$ cat src/rtl/mem_port_arbiter_pkg.sv
// Shared constants for the unified-memory port arbiter: state encoding,
// default bus widths and the all-ones read strobe.
package mem_port_arbiter_pkg;

    localparam int DEF_ADDR_W = 32;
    localparam int DEF_DATA_W = 32;

    localparam logic [DEF_DATA_W/8-1:0] BE_ALL = '1;

    localparam logic [1:0] ST_IDLE   = 2'd0;
    localparam logic [1:0] ST_BUSY_I = 2'd1;
    localparam logic [1:0] ST_BUSY_D = 2'd2;

endpackage

$ cat src/rtl/mem_timeout_cnt.sv
// Watchdog for one memory transaction: cleared at grant, counts BUSY cycles
// without mem_ready, and flags expiry on the cycle the count reaches TIMEOUT.
module mem_timeout_cnt #(
    parameter int TIMEOUT = 64
) (
    input  logic clk,
    input  logic rst_n,
    input  logic clear,
    input  logic run,
    output logic expire
);

    localparam int CW = $clog2(TIMEOUT + 1);

    logic [CW-1:0] count;

    // Expiry is seen while counting the TIMEOUT-th stalled cycle, so the
    // transaction is closed after exactly TIMEOUT BUSY cycles.
    assign expire = run && (count == CW'(TIMEOUT - 1));

    always_ff @(posedge clk or negedge rst_n) begin
        if (!rst_n) begin
            count <= '0;
        end else if (clear) begin
            count <= '0;
        end else if (run) begin
            count <= count + 1'b1;
        end
    end

endmodule

$ cat src/rtl/mem_port_arbiter.sv
// Single-port unified memory arbiter between instruction fetch and load/store.
// Define MEM_TIMEOUT_EN to add the watchdog that force-completes stalled accesses.
module mem_port_arbiter
    import mem_port_arbiter_pkg::*;
#(
    parameter int ADDR_W  = DEF_ADDR_W,
    parameter int DATA_W  = DEF_DATA_W,
    parameter int TIMEOUT = 64
) (
    input  logic                clk,
    input  logic                rst_n,
    input  logic                i_req,
    input  logic [ADDR_W-1:0]   i_addr,
    output logic                i_done,
    output logic [DATA_W-1:0]   i_rdata,
    input  logic                d_req,
    input  logic                d_we,
    input  logic [DATA_W/8-1:0] d_be,
    input  logic [ADDR_W-1:0]   d_addr,
    input  logic [DATA_W-1:0]   d_wdata,
    output logic                d_done,
    output logic [DATA_W-1:0]   d_rdata,
    output logic                mem_req,
    output logic                mem_we,
    output logic [DATA_W/8-1:0] mem_be,
    output logic [ADDR_W-1:0]   mem_addr,
    output logic [DATA_W-1:0]   mem_wdata,
    input  logic                mem_ready,
    input  logic [DATA_W-1:0]   mem_rdata,
    output logic                err
);

    // state     | meaning
    // ST_IDLE   | no access in flight; arbitrate masked requests, data first
    // ST_BUSY_I | fetch on the memory bus, waiting for mem_ready
    // ST_BUSY_D | load/store on the memory bus, waiting for mem_ready

    localparam int BE_W = DATA_W / 8;
    localparam logic [BE_W-1:0] BE_ONES = '1;

    logic [1:0] state;
    logic       d_eff;
    logic       i_eff;
    logic       grant;
    logic       busy;
    logic       expire;
    logic       finish;

    // A requester still holding req during its done cycle must not be re-granted.
    assign d_eff  = d_req & ~d_done;
    assign i_eff  = i_req & ~i_done;
    assign busy   = (state == ST_BUSY_I) || (state == ST_BUSY_D);
    assign grant  = (state == ST_IDLE) && (d_eff || i_eff);
    assign finish = busy && (mem_ready || expire);

`ifdef MEM_TIMEOUT_EN
    mem_timeout_cnt #(
        .TIMEOUT (TIMEOUT)
    ) u_timeout (
        .clk    (clk),
        .rst_n  (rst_n),
        .clear  (grant),
        .run    (busy & ~mem_ready),
        .expire (expire)
    );

    always_ff @(posedge clk or negedge rst_n) begin
        if (!rst_n) begin
            err <= 1'b0;
        end else if (expire) begin
            err <= 1'b1;
        end
    end
`else
    assign expire = 1'b0;
    assign err    = 1'b0;
`endif

    always_ff @(posedge clk or negedge rst_n) begin
        if (!rst_n) begin
            state     <= ST_IDLE;
            i_done    <= 1'b0;
            i_rdata   <= '0;
            d_done    <= 1'b0;
            d_rdata   <= '0;
            mem_req   <= 1'b0;
            mem_we    <= 1'b0;
            mem_be    <= '0;
            mem_addr  <= '0;
            mem_wdata <= '0;
        end else begin
            i_done <= 1'b0;
            d_done <= 1'b0;
            if (state == ST_IDLE) begin
                if (d_eff) begin
                    state     <= ST_BUSY_D;
                    mem_req   <= 1'b1;
                    mem_we    <= d_we;
                    mem_be    <= d_we ? d_be : BE_ONES;
                    mem_addr  <= d_addr;
                    mem_wdata <= d_wdata;
                end else if (i_eff) begin
                    state    <= ST_BUSY_I;
                    mem_req  <= 1'b1;
                    mem_we   <= 1'b0;
                    mem_be   <= BE_ONES;
                    mem_addr <= i_addr;
                end
            end else if (finish) begin
                state   <= ST_IDLE;
                mem_req <= 1'b0;
                // A watchdog completion returns zero instead of bus data.
                if (state == ST_BUSY_I) begin
                    i_done  <= 1'b1;
                    i_rdata <= mem_ready ? mem_rdata : '0;
                end else begin
                    d_done <= 1'b1;
                    if (!mem_we) begin
                        d_rdata <= mem_ready ? mem_rdata : '0;
                    end
                end
            end else if (!busy) begin
                state   <= ST_IDLE;
                mem_req <= 1'b0;
            end
        end
    end

endmodule

$ cat config.mk
export PLATFORM = sky130hd
export DESIGN_NAME = mem_port_arbiter
export DESIGN_NICKNAME = d
export VERILOG_FILES = /design/src/rtl/mem_port_arbiter_pkg.sv /design/src/rtl/mem_timeout_cnt.sv /design/src/rtl/mem_port_arbiter.sv
export SDC_FILE = /design/constraint.sdc
export NUM_CORES = 1
export LEC_CHECK = 0
export ABC_AREA = 1
export CELL_PAD_IN_SITES_DETAIL_PLACEMENT = 1
export CELL_PAD_IN_SITES_GLOBAL_PLACEMENT = 1
export CORE_MARGIN = 3
export CORE_UTILIZATION = 29
export DETAILED_ROUTE_END_ITERATION = 8
export PLACE_DENSITY_LB_ADDON = 0.05
export SYNTH_ARGS = -nofsm -noshare
export SYNTH_HDL_FRONTEND = slang
export SYNTH_SLANG_ARGS = --single-unit
$ cat constraint.sdc
create_clock -name clk -period 2.1 [get_ports clk]
set_input_delay 0.42 -clock clk [delete_from_list [all_inputs] [get_ports clk]]
set_output_delay 0.42 -clock clk [all_outputs]
set_load 0.005 [all_outputs]
# Word level (Yosys, flattened, before mapping)
# Cells that the tools add are included.
# word_totals
latch_bits	0
out_inout_bits	137
in_bits	138
ram_bits	0
reg_bits	138
n_memories	0
wordCells	54
romBits	0
# op_classes
n_shift	0
mux	24
eq_ne	4
multipliers	0
bitwise	7
order_cmp	0
n_div	0
reduce_logical	9
add_sub_neg	0
# ops
operator	n
$mux 32	3
$mux 1	13
$mux 4	3
$mux 2	5
$reduce_and 2->1	3
$not 1->1	5
$reduce_and 4->1	1
$ne 3x1->1 const B	1
$ne 3x3->1 const B	1
$reduce_and 3->1	1
$and 1x1->1	2
$eq 2x1->1 const B	1
$eq 2x2->1 const B	1
$logic_not 2->1	1
$reduce_bool 2->1	1
$logic_and 1x1->1	1
$logic_or 1x1->1	1

# Longest topological paths before layout
# Gate-level depths: netlist (run 1).
# depth
word_depth	5
depth_mapped	9

# Least setup slack after synthesis (run 1)
# Ideal clock, no wire load.
# synth_timing
path_kind	register to register
startpoint	reg state[0]
endpoint	reg i_rdata[10]
path_buffers	2
setup_slack_ns	0.647
stages_incl_launch_ff	10
required_time_ns	1.979
t_arrival_ns	1.332
cell_sequence	dfrtp_1 -> inv_1 -> ha_1 -> nand2_1 -> nor2_2 -> nand2_1 -> buf_6 -> buf_4 -> nand2_1 -> o21ai_1
# synth_between
elab_chain_cells	4
elab_cells_between_ends	7
cone_classes	eq/ne: 2; bitwise: 1; reduce/logical: 4
# synth_lines
element	line_no	rtl
start: declaration	mem_port_arbiter.sv:41	logic [1:0] state;
start signal: assignment	mem_port_arbiter.sv:81	state <= ST_IDLE;
start signal: assignment	mem_port_arbiter.sv:96	state <= ST_BUSY_D;
start signal: assignment	mem_port_arbiter.sv:103	state <= ST_BUSY_I;
$eq 2x1->1 or $eq 2x2->1 (tied branches)	mem_port_arbiter.sv:52, mem_port_arbiter.sv:113	
$logic_or 1x1->1	mem_port_arbiter.sv:52	assign busy = (state == ST_BUSY_I) || (state == ST_BUSY_D);
$logic_and 1x1->1	mem_port_arbiter.sv:54	assign finish = busy && (mem_ready || expire);
$reduce_and 3->1 (no line) (*)	n/a	
end signal: assignment	mem_port_arbiter.sv:115	i_rdata <= mem_ready ? mem_rdata : '0;
end: declaration	mem_port_arbiter.sv:15	output logic [DATA_W-1:0] i_rdata,
# Every way passes the cells marked *; elsewhere a longest branch is shown, timed or not.
# A chain may end at the register's enable or synchronous reset.

# Worst setup path after layout (run 1)
# layout_timing
startpoint	reg mem_we
endpoint	out mem_we
# layout_rtl
element	line_no	rtl
start: declaration	mem_port_arbiter.sv:24	output logic mem_we,
start signal: assignment	mem_port_arbiter.sv:98	mem_we <= d_we;
# No word-level cell between the ends.

==> results of run 1 <==
registers in the layout, summed over array words and instances, names as in the netlist:
signal / flops
d_rdata: 32
i_rdata: 32
mem_addr: 32
mem_wdata: 32
mem_be: 4
state: 2
d_done: 1
i_done: 1
mem_req: 1
mem_we: 1
cells in the final DEF, fill, tap and decap left out:
master,instances
clkinvlp_4,5
o21ai_1,23
clkinv_2,3
clkinv_1,1
o21ai_0,41
inv_1,8
inv_6,3
clkbuf_1,1
nor3_1,1
nand3b_1,3
nand4_1,3
conb_1,1
bufinv_16,1
clkbuf_16,17
clkdlybuf4s50_1,272
nor2_2,1
dfrtp_1,138
dlygate4sd3_1,1
buf_6,1
clkbuf_8,1
buf_12,4
nand2_1,369
nand3_1,39
buf_4,15
nand2_2,4
clkinv_4,1
diode_2,1
ha_1,3
nor2_1,2
nand3_2,1
worst paths after layout:
check                         startpoint       endpoint  slack, ps  cells past startpoint
max                               mem_we         mem_we        320                      1
min                        mem_wdata[27]  mem_wdata[27]        480                      2
max reg2reg                     state[0]    mem_addr[9]        490                      6
min reg2reg                mem_wdata[27]  mem_wdata[27]        480                      2
max in group asynchronous          rst_n   mem_addr[11]        900                      3
min in group asynchronous          rst_n     d_rdata[8]        520                      2
power groups by stage:
stage / combinational, W / sequential, W / clock, W
floorplan: 0.00198 / 0.00449 / 0
CTS: 0.00543 / 0.00446 / 0.00292
global route: 0.00591 / 0.00459 / 0.00307
global placement: 0.00525 / 0.00441 / 0
detailed placement: 0.00538 / 0.00447 / 0
finish: 0.00531 / 0.00444 / 0.00285
kinds of logic after synthesis:
kind of cell	synth area share (%)
AOI/OAI and AO/OA	5.56
adders and majority gates	0.652
buffers and inverters	4.76
DFF	60.0
other	0.0651
and+or+nand+nor	29.0
area by class of cell:
class | count | area share [%]
diodes | 1 | 0.0268
well taps | 260 | 3.48
clock inverters | 13 | 1.26
inverters | 9 | 0.361
multi-input cells | 491 | 21.8
clock buffers | 19 | 4.74
repair buffers | 293 | 31.4
flip-flops and latches | 138 | 36.9
through the flow:
step / instances / worst slack, ps
after detailed placement: 1190 / 220
after global placement: 1190 / 263
final: 1224 / 315
after CTS: 1223 / 289
after global routing: 1224 / 243
after floorplan: 680 / 647
layer usage:
layer	vias up	global-route usage (%)	routed length, um
met2	190	32.1	9990
met3	41	5.68	1310
li1	2675	-	-
met5	-	0	0
met1	2697	22.7	8410
met4	0	8.01	702
what timing repair did:
item                       4_1_cts  5_1_grt
hold buffers                     1        0
hold endpoints to repair        46        0
setup endpoints to repair        0        0
synth_stat cells:
| cell type | instances | area (um2) |
|---|---|---|
| nor3_1 | 1 | 5.00 |
| nor2_2 | 1 | 6.26 |
| buf_2 | 18 | 90.1 |
| dfrtp_1 | 138 | 3450 |
| inv_1 | 8 | 30.0 |
| buf_4 | 6 | 45.0 |
| nand2_1 | 370 | 1390 |
| nand4_1 | 3 | 18.8 |
| clkinv_1 | 1 | 3.75 |
| buf_1 | 3 | 11.3 |
| o21ai_1 | 23 | 115 |
| o21ai_0 | 41 | 205 |
| buf_6 | 5 | 56.3 |
| nand2_2 | 3 | 18.8 |
| nand3b_1 | 3 | 22.5 |
| clkbuf_1 | 10 | 37.5 |
| nand3_1 | 40 | 200 |
| nor2_1 | 2 | 7.51 |
| ha_1 | 3 | 37.5 |
| conb_1 | 1 | 3.75 |
==> qor.yml, run 1 <==
portBuffers: 273
ioPinCount: 275
post-route-period-util_pct: 85.0
p_per_area_nw_per_um2: 1350
avgRoutedWirePerCell_um: 16.7
drtAntennaViolNets: 0
stdcell_area_um2: 9350
hp-class: "flip-flop to flip-flop"
finalNetCount: 1091
antenna_found_initial: 1
clkPwrFrac_pct: 22.6
synth-seq-cells: 138
hold_viol_final: 0
startpoint_type: "flip-flop"
nFillCells: 2230
syn-num-nets: 821
slew_viol_final: 0
report.final.setup_viol: 0
worst_ir_drop_vdd_mv: 0.533
ff_latch_area_um2: 3450
drt_iter0_markers: 284
cts_resized: 0
cts.sinks: 138
cp_num_buf_inv: 1
fin_crit_ps: 1780
yosysWarnings: 0
power_frac_comb_pct: 42.2
p_sw_w: 0.00426
drive_gt1_share_pct: 5.92
path_class: "flip-flop to primary output"
syn2layout_area_growth_pct: 62.4
cp.arrival_ps: 1360
cp_max_fo: 3
finClkSkew_ps: 11.2
p_leak_nw: 4.42
multi_input_area_um2: 2040
clk_latency_ps: 420
path_clk_slew_ps: 60
initial_core_util_pct: 30.2
grt_max_degree: 65
die_x_um: 147
rsz0062_at_grt: "false"
p_int_w: 0.00834
crit_family: "buffers and inverters"
root_buffer: "clkbuf_16"
syn_avg_cell_area_um2: 8.47
p_sw_share_pct: 33.8
timing.hold.ws_ps: 477
grt_pass1_vias: 6154
firstDrtPassIters: 4
viasPerCell: 4.58
crit_chain: "clkdlybuf4s50_1"
ys_seq_area_share_pct: 60.0
fin_total_pwr_w: 0.0126
max_freq_mhz: 560
cts_setup_buffers: 0
die_area_um2: 21600
fin_tns_setup_ps: 0
dpl.hpwl_um: 14900
routabilityCongestion: 0.772
grt-ovfl-total: 0
status: "complete, no violations"
core_um2: 19100
cts_tree: "done"
grt_pass1_wl_um: 32800
dpl_cell_area_um2: 8780
htreeDepth: 4
synth_cells: 680
routed_wl_um: 20400
rows: 50
syn-cell-area_um2: 5760
crit_path_end_kind: "primary output"
dieHeight_um: 147
critPathRequiredTime_ps: 1680
cpMaxStageDelayCell: "clkdlybuf4s50_1"
seq_power_share_pct: 35.2
vias: 5603
critPathMaxStageDelay_ps: 560
final_util_pct: 49.0
cts_made_buffers: 17
clock_tree.buffer_depth: 2
drv_cap: 0
grt_usage_pct: 19.0
ys_types: 20
drc_errors: 0
Power figures use the tool's default switching activity.
==> inputs of run 2 (changes only) <==
--- a/config.mk
+++ b/config.mk
@@ -9,7 +9,7 @@
 export CELL_PAD_IN_SITES_DETAIL_PLACEMENT = 1
 export CELL_PAD_IN_SITES_GLOBAL_PLACEMENT = 1
 export CORE_MARGIN = 3
-export CORE_UTILIZATION = 29
+export CORE_UTILIZATION = 26
 export DETAILED_ROUTE_END_ITERATION = 8
 export PLACE_DENSITY_LB_ADDON = 0.05
 export SYNTH_ARGS = -nofsm -noshare
==> constraint.sdc (replaced) <==
create_clock -name clk -period 1.5 [get_ports clk]
set_input_delay 0.3 -clock clk [delete_from_list [all_inputs] [get_ports clk]]
set_output_delay 0.3 -clock clk [all_outputs]
set_load 0.005 [all_outputs]
==> qor.yml, run 2 (synthesized netlist as in run 1, its figures left out) <==
post-route-period-util_pct: 100
drive_gt1_share_pct: 13.8
startpoint_type: "flip-flop"
violations: "setup timing"
finClkSkew_ps: 12.5
htreeDepth: 4
dpl_worst_slack_ps: -136
slew_viol_final: 0
cts.sinks: 138
hold_viol_final: 0
p_per_area_nw_per_um2: 1850
grt_max_degree: 65
multi_input_area_um2: 2230
rsz0062_at_grt: "true"
die_area_um2: 24000
cts_tree: "done"
antenna_found_initial: 1
drv_cap: 0
vias: 5737
rows: 53
dpl.hpwl_um: 15100
wl_met2_um: 11000
routabilityCongestion: 0.801
r2r_cells: 8
fin_crit_ps: 1510
wl_met1_um: 8890
place_inst: 1213
routed_wl_um: 21600
report.final.setup_viol: 1
core_um2: 21400
die_x_um: 155
critPathRequiredTime_ps: 1790
clock_tree.buffer_depth: 2
power_frac_comb_pct: 41.2
seq_power_share_pct: 34.0
ff_latch_area_um2: 3450
root_buffer: "clkbuf_16"
p_sw_share_pct: 34.8
drc_errors: 0
cts_made_buffers: 17
dpl_cell_area_um2: 8950
cp.arrival_ps: 1800
grt_pass1_wl_um: 33100
rrSetupSlack_ps: -6
ioPinCount: 275
clk_latency_ps: 420
nFillCells: 2510
grt-ovfl-total: 0
crit_path_end_kind: "flip-flop"
met3_length_um: 1330
final_common_cell: "nand2_1"
hp-class: "input pin to asynchronous set/reset pin"
avgRoutedWirePerCell_um: 17.0
dr.max_layer_used: "met4"
final_cell_mix: "nand2_1 (337), dfrtp_1 (138), clkdlybuf4s50_1 (136), dlygate4sd2_1 (136), o21ai_1 (44)"
portBuffers: 273
status: "finished, violations left"
fin_cells: 1269
grt_usage_pct: 17.2
final_util_pct: 46.1
r2r_end: "d_rdata[26]"
clkPwrFrac_pct: 24.8
syn2layout_area_growth_pct: 71.6
path_clk_slew_ps: 60
grt_pass1_vias: 6321
drt_iter0_markers: 234
worst_slack_ps: -5.56
drtAntennaViolNets: 0
max_freq_mhz: 664
firstDrtPassIters: 4
stdcell_area_um2: 9880
timing.hold.ws_ps: 339
path_class: "flip-flop to flip-flop"
worst_ir_drop_vdd_mv: 0.851
p_int_w: 0.0119
p_sw_w: 0.00636
p_leak_nw: 5.17
viasPerCell: 4.52
cp_max_fo: 16
r2r-start: "state[1]"
finalNetCount: 1121
initial_core_util_pct: 26.9
dieHeight_um: 155
run 2: worst max path at each step:
stage	from	to	slack, ps	depth (start not counted)
2_1_floorplan	state[0]	i_rdata[10]	50	9
3_3_place_gp	mem_ready	i_rdata[29]	-120	7
3_5_place_dp	mem_ready	i_rdata[21]	-140	7
4_1_cts	state[1]	d_rdata[9]	-30	8
5_1_grt	state[0]	d_rdata[26]	-70	8
6_report	state[1]	d_rdata[26]	-6	8
run 2: area by class of cell:
class                           instances  share of cell area [%]
Inverter                                9                   0.342
Antenna cell                            1                  0.0253
Timing Repair Buffer                  323                    32.2
Multi-Input combinational cell        491                    22.5
Tap cell                              275                    3.48
Clock buffer                           20                    4.52
Sequential cell                       138                    34.9
Clock inverter                         12                    1.91
run 2: metrics by stage:
step,total power [W],TNS (ps)
after global placement,0.0139,-10710
after CTS,0.0180,-114
after detailed placement,0.0141,-13260
after floorplan,0.00906,0
final,0.0182,-5.56
after global routing,0.0196,-1440
run 2: timing repair:
item,in CTS,in global routing
setup endpoints to repair,210,45
gates resized for setup,144,89
buffers inserted,14,2
hold endpoints to repair,27,0
hold buffers,1,0
pin swaps,0,1
cloned,0,6
run 2: power groups by stage:
stage               Sequential (W)  Clock, W  Combinational [W]
CTS                        0.00617   0.00465            0.00714
global placement           0.00621         0            0.00765
detailed placement         0.00627         0            0.00783
finish                     0.00620   0.00453            0.00751
global route               0.00643   0.00483            0.00839
floorplan                  0.00629         0            0.00277
run 2: metal layers:
layer	GRT usage [%]	up-vias
li1	-	2740
met5	0	-
met2	29.5	174
met1	21.1	2803
met4	5.26	0
met3	4.92	20
run 2: critical path, stage by stage, from the launching register on:
cell and delay (ps):
dfrtp_1 350, inv_2 60, ha_4 280, nand2_4 50, nor2_4 130, nand2_4 140
clkbuf_16 210, nand2_1 70, o21ai_0 80
==> inputs of run 3 (changes only) <==
--- a/config.mk
+++ b/config.mk
@@ -9,7 +9,7 @@
 export CELL_PAD_IN_SITES_DETAIL_PLACEMENT = 1
 export CELL_PAD_IN_SITES_GLOBAL_PLACEMENT = 1
 export CORE_MARGIN = 3
-export CORE_UTILIZATION = 26
+export CORE_UTILIZATION = 29
 export DETAILED_ROUTE_END_ITERATION = 8
 export PLACE_DENSITY_LB_ADDON = 0.05
 export SYNTH_ARGS = -nofsm -noshare
==> constraint.sdc (replaced) <==
create_clock -name clk -period 1.52 [get_ports clk]
set_input_delay 0.304 -clock clk [delete_from_list [all_inputs] [get_ports clk]]
set_output_delay 0.304 -clock clk [all_outputs]
set_load 0.005 [all_outputs]
==> qor.yml, run 3 (synthesized netlist as in run 1, its figures left out) <==
status: "finished, violations left"
violations: "setup timing"
critPathRequiredTime_ps: 1840
p_leak_nw: 5.15
hold_viol_final: 0
vias: 5805
portBuffers: 273
dpl.hpwl_um: 15200
firstDrtPassIters: 4
drv_cap: 0
dieHeight_um: 147
grt_max_degree: 59
clock_tree.buffer_depth: 2
worst_slack_ps: -7.75
dpl_cell_area_um2: 8950
diodes: 0
crit_path_end_kind: "flip-flop"
final_cell_mix: "nand2_1 (349), dfrtp_1 (138), clkdlybuf4s50_1 (136), dlygate4sd2_1 (136)"
drtAntennaViolNets: 0
cts.sinks: 138
nFillCells: 2222
final_common_cell: "nand2_1"
initial_core_util_pct: 30.2
finClkSkew_ps: 10.1
relSlewSlack_pct: 66.5
p_per_area_nw_per_um2: 1850
clk_latency_ps: 420
cp.arrival_ps: 1850
max_freq_mhz: 655
drive_gt1_share_pct: 12.7
dpl_worst_slack_ps: -117
avgRoutedWirePerCell_um: 17.3
cts_made_buffers: 17
syn2layout_area_growth_pct: 70.9
grt_usage_pct: 18.7
ioPinCount: 275
rsz0062_at_grt: "true"
root_buffer: "clkbuf_16"
drc_errors: 0
drt_iter0_markers: 191
grt-ovfl-total: 0
worst_ir_drop_vdd_mv: 0.772
grt_pass1_vias: 6141
finalNetCount: 1122
tightest_slew_ps: 502
rows: 50
fin_crit_ps: 1530
startpoint_type: "flip-flop"
grt_pass1_wl_um: 32600
post-route-period-util_pct: 101
die_area_um2: 21600
routed_wl_um: 21600
path_clk_slew_ps: 60
fin_total_pwr_w: 0.0182
path_class: "flip-flop to flip-flop"
core_um2: 19100
htreeDepth: 4
slew_viol_final: 0
viasPerCell: 4.63
cts_tree: "done"
antenna_found_initial: 0
die_x_um: 147
cp_max_fo: 14
hp-class: "input pin to asynchronous set/reset pin"
report.final.setup_viol: 2
stdcell_area_um2: 9840
routabilityCongestion: 0.816
==> run 3: per-stage QoR <==
step	setup TNS, ps	utilization, %	hold WS, ps	std cells
floorplan	0	-	8.41	680
global placement	-4490	46.9	267	1201
detailed placement	-8600	46.9	283	1201
CTS	-35.7	49.8	404	1244
global route	-1960	51.6	411	1253
finish	-11.7	51.6	406	1253
==> run 3: final cells by class <==
cell class	instances	area (um2)	share of cell area (%)
Tap cell	260	325	3.31
Sequential cell	138	3450	35.1
Clock buffer	18	439	4.46
Clock inverter	13	191	1.95
Inverter	9	33.8	0.343
Timing Repair Buffer	324	3180	32.3
Multi-Input combinational cell	491	2220	22.6
==> run 3: path summary, 6_finish.rpt <==
check / from / end / slack (ps) / cells after the start
max: state[1] / d_rdata[27] / -8 / 7
min: rst_n / i_rdata[9] / 410 / 2
max reg2reg: state[1] / d_rdata[27] / -8 / 7
min reg2reg: mem_wdata[11] / mem_wdata[11] / 470 / 2
max in group asynchronous: rst_n / d_done / 530 / 3
min in group clk: d_wdata[16] / mem_wdata[16] / 420 / 3
==> run 3: report_power, final <==
part	total (W)	switching (W)	internal, W
Clock	0.00443	0.00163	0.00280
Sequential	0.00612	0.000883	0.00524
Combinational	0.00760	0.00385	0.00375
Total	0.0182	0.00637	0.0118
==> run 3: what timing repair did <==
| action | CTS | global route |
|---|---|---|
| buffers inserted | 11 | 2 |
| pin swaps | 0 | 4 |
| endpoints found under the hold margin | 39 | 0 |
| resized for setup | 141 | 78 |
| gates cloned | 0 | 7 |
| endpoints found under the setup margin | 178 | 126 |
| hold buffers | 1 | 0 |
==> run 3: worst max-delay path, cell delays in order (launching register included) <==
cell,delay [ps]
dfrtp_1,360
inv_2,60
ha_4,280
nand2_4,50
nor2_4,200
nand2_8,120
buf_6,190
o21ai_0,180
==> run 3: per-layer routing <==
metal / global-route usage (%) / vias to the layer above / part of all wire (%)
li1: - / 2741 / -
met1: 22.6 / 2846 / 40
met2: 31.8 / 188 / 51
met3: 5.95 / 30 / 6.8
met4: 6.38 / 0 / 2.2
met5: 0 / - / 0
==> edit 1: new RTL, flow settings as in run 2 <==
The option `MEM_TIMEOUT_EN` is turned on by a define.
--- a/src/rtl/mem_port_arbiter.sv
+++ b/src/rtl/mem_port_arbiter.sv
@@ -2,2 +2,4 @@
 // Define MEM_TIMEOUT_EN to add the watchdog that force-completes stalled accesses.
+`define MEM_TIMEOUT_EN
+
 module mem_port_arbiter
Formal check against the unedited RTL: no difference found for any inputs over 4 cycles, from zero or initial values and one cycle with rst_n low; that may be too few to reach the edited logic, so the function may still have changed.
==> edit 1 against run 2 <==
Fmax is 6.8% lower. Wire length is 13% higher. Worst setup slack worse by 110 ps. Worst hold slack better by 19 ps. Total power is 9.9% higher. The flow still finishes with violations (setup timing). Sequential cell count is 8 higher. Area after synthesis is 13% higher. Count of clock-buffer cells in the layout stayed put. Design area is 12% higher.
==> edit 1: results (changes against run 2) <==
| Metric | This run | Delta |
|:---|:---|:---|
| Share of final-layout standard cells stronger than drive strength 1 | 16.7% | +2.9 points |
| Hold buffer count at cts | 1 | unchanged |
| First-pass GRT wire length | 35.9 mm | +8.4% |
| Post_cts resized | 154 | +6.9% |
| Number of instances in the synthesized netlist | 709 | +4.3% |
| First-iteration detailed-routing DRC count | 283 | +21% |
| Wire length on met2 | 11.4 mm | +3.4% |
| Post-synthesis share of cell area spent on xor and xnor gates | 0.405% | +0.41 points |
| Largest net degree at the start of global routing | 58 | -11% |
| Largest voltage drop on the vdd net | 689 uV | -19% |
| PD cells | 1820 nW/um^2 | -1.7% |
| Number of fill cells | 2,836 | +13% |
| Multiplexer area fraction after synthesis | 5.56% | +5.6 points |
| Sum of routed wire segments on met1 | 10.8 mm | +21% |
| Synthesized-area fraction occupied by ao, oa, aoi and oai cells | 3.69% | -1.9 points |
| Leakage power figure | 5.67 nW | +9.7% |
| Critical Path Max Stage Delay | 370 ps | +20 ps |
| Worst hold slack after final layout | 358 ps | +18.7 ps |
| Fin nets | 1,179 | +5.2% |
| Average wire per cell in the routed design | 17.7 um | +4.2% |
| Synthesized-area fraction occupied by adder cells | 0.579% | -0.073 points |
| WP data arrival | 1930 ps | +130 ps |
| Avg Vias per Cell | 4.54 | +0.48% |
| Global-route met3 utilization | 6.43% | +1.5 points |
| Instance area at placement | 9950 sq um | +11% |
| Pre-CTS setup slack | -331 ps | -195 ps |
| Global router's overall resource usage | 17.1% | -0.17 points |
| Worst Reg-to-Reg Cells | 10 | +2 |
| Result of the run | complete, but fails checks |  |
| Post-detailed-placement half-perimeter wirelength | 16.2 mm | +7.4% |
| Violated checks | setup timing |  |
| Final setup violation count | 65 | +64 |
| Register area share after synthesis | 56.4% | -3.6 points |
| Critical path fanouts, max | 18 | +2 |
| Most instantiated cells after synthesis | sky130_fd_sc_hd__nand2_1 (258), sky130_fd_sc_hd__dfrtp_1 (146), sky130_fd_sc_hd__nand4_1 (68), sky130_fd_sc_hd__inv_1 (51), sky130_fd_sc_hd__nor2_1 (42) |  |
| Master cell of the clock root buffer | sky130_fd_sc_hd__clkbuf_16 |  |
| Netlist cell types | 28 | +40% |
| Routability cong. | 0.746 | -6.8% |
| GR Layer Usage met1 | 21.1% | about the same |
| Detailed-routed wire length on met3 | 1.92 mm | +45% |
| Number of antenna violations at the first check in global routing | 0 | -1 |
| N_diodes | 0 | -1 |
| Number of global-route vias before repair | 6,494 | +2.7% |
| WL final | 24.4 mm | +13% |
| Fin worst setup slack | -116 ps | -110 ps |
| Reg2reg end | i_rdata[21] |  |
-- edit 1: changes by cell type after synthesis, sizes merged, moves of 8 or more --
cell / before / now
a31oi: 0 / 32
dfrtp: 138 / 146
inv: 8 / 52
mux2: 0 / 32
nand2: 373 / 263
nand3: 40 / 9
nand4: 3 / 68
nor2: 3 / 46
o21ai: 64 / 1
-- edit 1: final cells by class --
class,instances,area share (%)
Inverter,53,1.91
Clock inverter,12,1.33
Clock buffer,20,4.14
Sequential cell,146,33.1
Multi-Input combinational cell,463,22.8
Timing Repair Buffer,356,32.9
Timing Repair inverter,1,0.0680
Tap cell,324,3.67
-- edit 1: report_power, final --
group          internal, W  leakage (nW)  switching (W)
clock              0.00258         0.286        0.00182
sequential         0.00549          1.80       0.000814
combinational      0.00488          3.58        0.00447
total               0.0130          5.67        0.00710
==> edit 2: new RTL, settings of run 2 <==
Made on the original files. Change the package constant `DEF_ADDR_W` from 32 to 48.
--- a/src/rtl/mem_port_arbiter_pkg.sv
+++ b/src/rtl/mem_port_arbiter_pkg.sv
@@ -4,3 +4,3 @@
 
-    localparam int DEF_ADDR_W = 32;
+    localparam int DEF_ADDR_W = 48;
     localparam int DEF_DATA_W = 32;
Interface: changed (resized d_addr, i_addr and mem_addr); port bits go from 275 to 323. No check against the original RTL was run, so the function may have changed too.
==> edit 2 against run 2 <==
The flow still finishes with violations (setup timing). Clock skew about the same. Design area is 20% higher. Sequential cell count up 16. Sequential power is 13% higher. Area after synthesis increased by 14%. Sequential share of layout area down 2.4 points. Die area rose by 14%. Clock power down 2%. Combinational power grew 31%. Total power up 16%. Wire length is 22% higher. Worst setup slack got worse by 60 ps.
==> edit 2: results (changes against run 2) <==
| Metric | This run | Delta |
|:---|:---|:---|
| Largest net degree at the start of global routing | 37 | -43% |
| First-pass GRT wire length | 39.8 mm | +20% |
| Post-Syn Nets | 974 | +19% |
| Routability cong. | 0.734 | -8.4% |
| Fin worst setup slack | -65.4 ps | -59.9 ps |
| Total number of vias | 6,617 | +15% |
| Post-detailed-placement half-perimeter wirelength | 18.1 mm | +20% |
| WP data arrival | 1880 ps | +80 ps |
| Result of the run | complete, but fails checks |  |
| Violated checks | setup timing |  |
| Netlist cell types | 22 | +10% |
| Average wire per cell in the routed design | 17.5 um | +2.8% |
| Total of warnings raised by yosys | 0 | unchanged |
| Number of core rows | 57 | +7.5% |
| Number of antenna violations at the first check in global routing | 1 | unchanged |
| Number of global-route vias before repair | 7,125 | +13% |
| Final setup violation count | 33 | +32 |
| Top post-synthesis cells by area | sky130_fd_sc_hd__dfrtp_1 (58%), sky130_fd_sc_hd__nand2_1 (26%), sky130_fd_sc_hd__nand3_1 (4.2%) |  |
| Clock skew | 12.1 ps | -0.443 ps |
| First-iteration detailed-routing DRC count | 280 | +20% |
| Number of fill cells | 2,870 | +14% |
| Largest voltage drop on the vdd net | 787 uV | -7.5% |
| Buffers on Ports | 321 | +18% |
| Critical Path Max Stage Delay | 360 ps |  |
| CP delay by family, top | buffers and inverters |  |
| Worst Reg-to-Reg Cells | 9 | +1 |
| Asr flop ratio synth | 100% | unchanged |
| CTS H-tree lvls | 4 | unchanged |
| N_diodes | 0 | -1 |
| Post-CTS clock slew at the launch and capture registers of the worst setup and hold paths | 70 ps |  |
| Critical path fanouts, max | 10 | -6 |
| Share of total power consumed by net switching | 36.5% | +1.6 points |
| Instance area at placement | 10,600 sq um | +18% |
| Global router's overall resource usage | 18.8% | +1.6 points |
| Number of buffers added by the clock tree synthesis step | 17 | unchanged |
| Leakage power figure | 6.14 nW | +19% |
| Register area share after synthesis | 58.5% | -1.5 points |
| Share of final-layout standard cells stronger than drive strength 1 | 16.7% | +2.9 points |
| Final instance area | 11,900 sq um | +20% |
| Reg2reg end | i_rdata[4] |  |
| Fin nets | 1,338 | +19% |
| Most instantiated cells after synthesis | sky130_fd_sc_hd__nand2_1 (451), sky130_fd_sc_hd__dfrtp_1 (154), sky130_fd_sc_hd__nand3_1 (55), sky130_fd_sc_hd__o21ai_0 (51), sky130_fd_sc_hd__buf_2 (20) |  |
| Crit path capture | i_rdata[4] |  |
| First element of the critical path | state[1] |  |
| Worst-Skew Late Latency | 430 ps |  |
edit 2: cell types whose count changed after synthesis, sizes merged:
cell,change
clkbuf,+6
nand3,+16
buf,+3
nand2,+80
dfrtp,+16
edit 2: worst min-delay path by stage:
stage	startpoint	slack [ps]	cells past startpoint	end
5_1_grt	rst_n	370	2	mem_addr[25]
4_1_cts	rst_n	360	2	mem_addr[25]
6_report	rst_n	350	2	mem_addr[25]
3_5_place_dp	rst_n	240	1	mem_addr[25]
3_3_place_gp	rst_n	240	1	mem_addr[25]
2_1_floorplan	rst_n	4	0	d_done
edit 2: kinds of logic after synthesis:
| group | count (synthesis) | synth area share (%) |
|---|---|---|
| DFF | 154 | 58.5 |
| other | 1 | 0.0569 |
| and+or+nand+nor | 519 | 31.2 |
| buffers and inverters | 60 | 4.82 |
| adders and majority gates | 3 | 0.570 |
| AOI/OAI and AO/OA | 64 | 4.86 |
edit 2: per-stage QoR:
stage	hold slack [ps]	cells	setup WS (ps)	TNS (ps)	power [W]
after floorplan	4.41	801	28.6	0	0.0104
after global placement	239	1440	-170	-17610	0.0165
after detailed placement	237	1440	-197	-20860	0.0166
after CTS	356	1494	-69.4	-1120	0.0208
after global routing	372	1502	-160	-4920	0.0230
final	352	1502	-65.4	-620	0.0213
edit 2: power by group through the flow:
stage / registers, W / logic [W] / clock network [W]
6_report: 0.00698 / 0.00986 / 0.00442
5_1_grt: 0.00723 / 0.0110 / 0.00476
4_1_cts: 0.00686 / 0.00935 / 0.00456
3_5_place_dp: 0.00695 / 0.00967 / 0
3_3_place_gp: 0.00690 / 0.00957 / 0
2_1_floorplan: 0.00705 / 0.00337 / 0
edit 2: timing repair:
action	4_1_cts	5_1_grt
hold buffers	1	0
endpoints found under the setup margin	301	66
pin swaps	2	4
endpoints found under the hold margin	26	0
cloned	7	8
setup buffers	14	5
resized for setup	226	109
edit 2: layout make-up:
cell class                 instances  area share [%]
clock buffer                      19            3.65
multi-input combinational        588            23.9
inverter                           9           0.306
clock inverter                    13            1.33
sequential                       154            32.5
tap                              324            3.42
timing repair buffer             395            34.8
edit 2: per-layer routing:
metal | up-vias | GRT usage, % | wire (um)
met3 | 20 | 6.91 | 2190
met2 | 197 | 31.4 | 13000
met1 | 3154 | 23.0 | 10700
li1 | 3244 | - | -
met5 | - | 0 | 13
met4 | 2 | 4.92 | 356
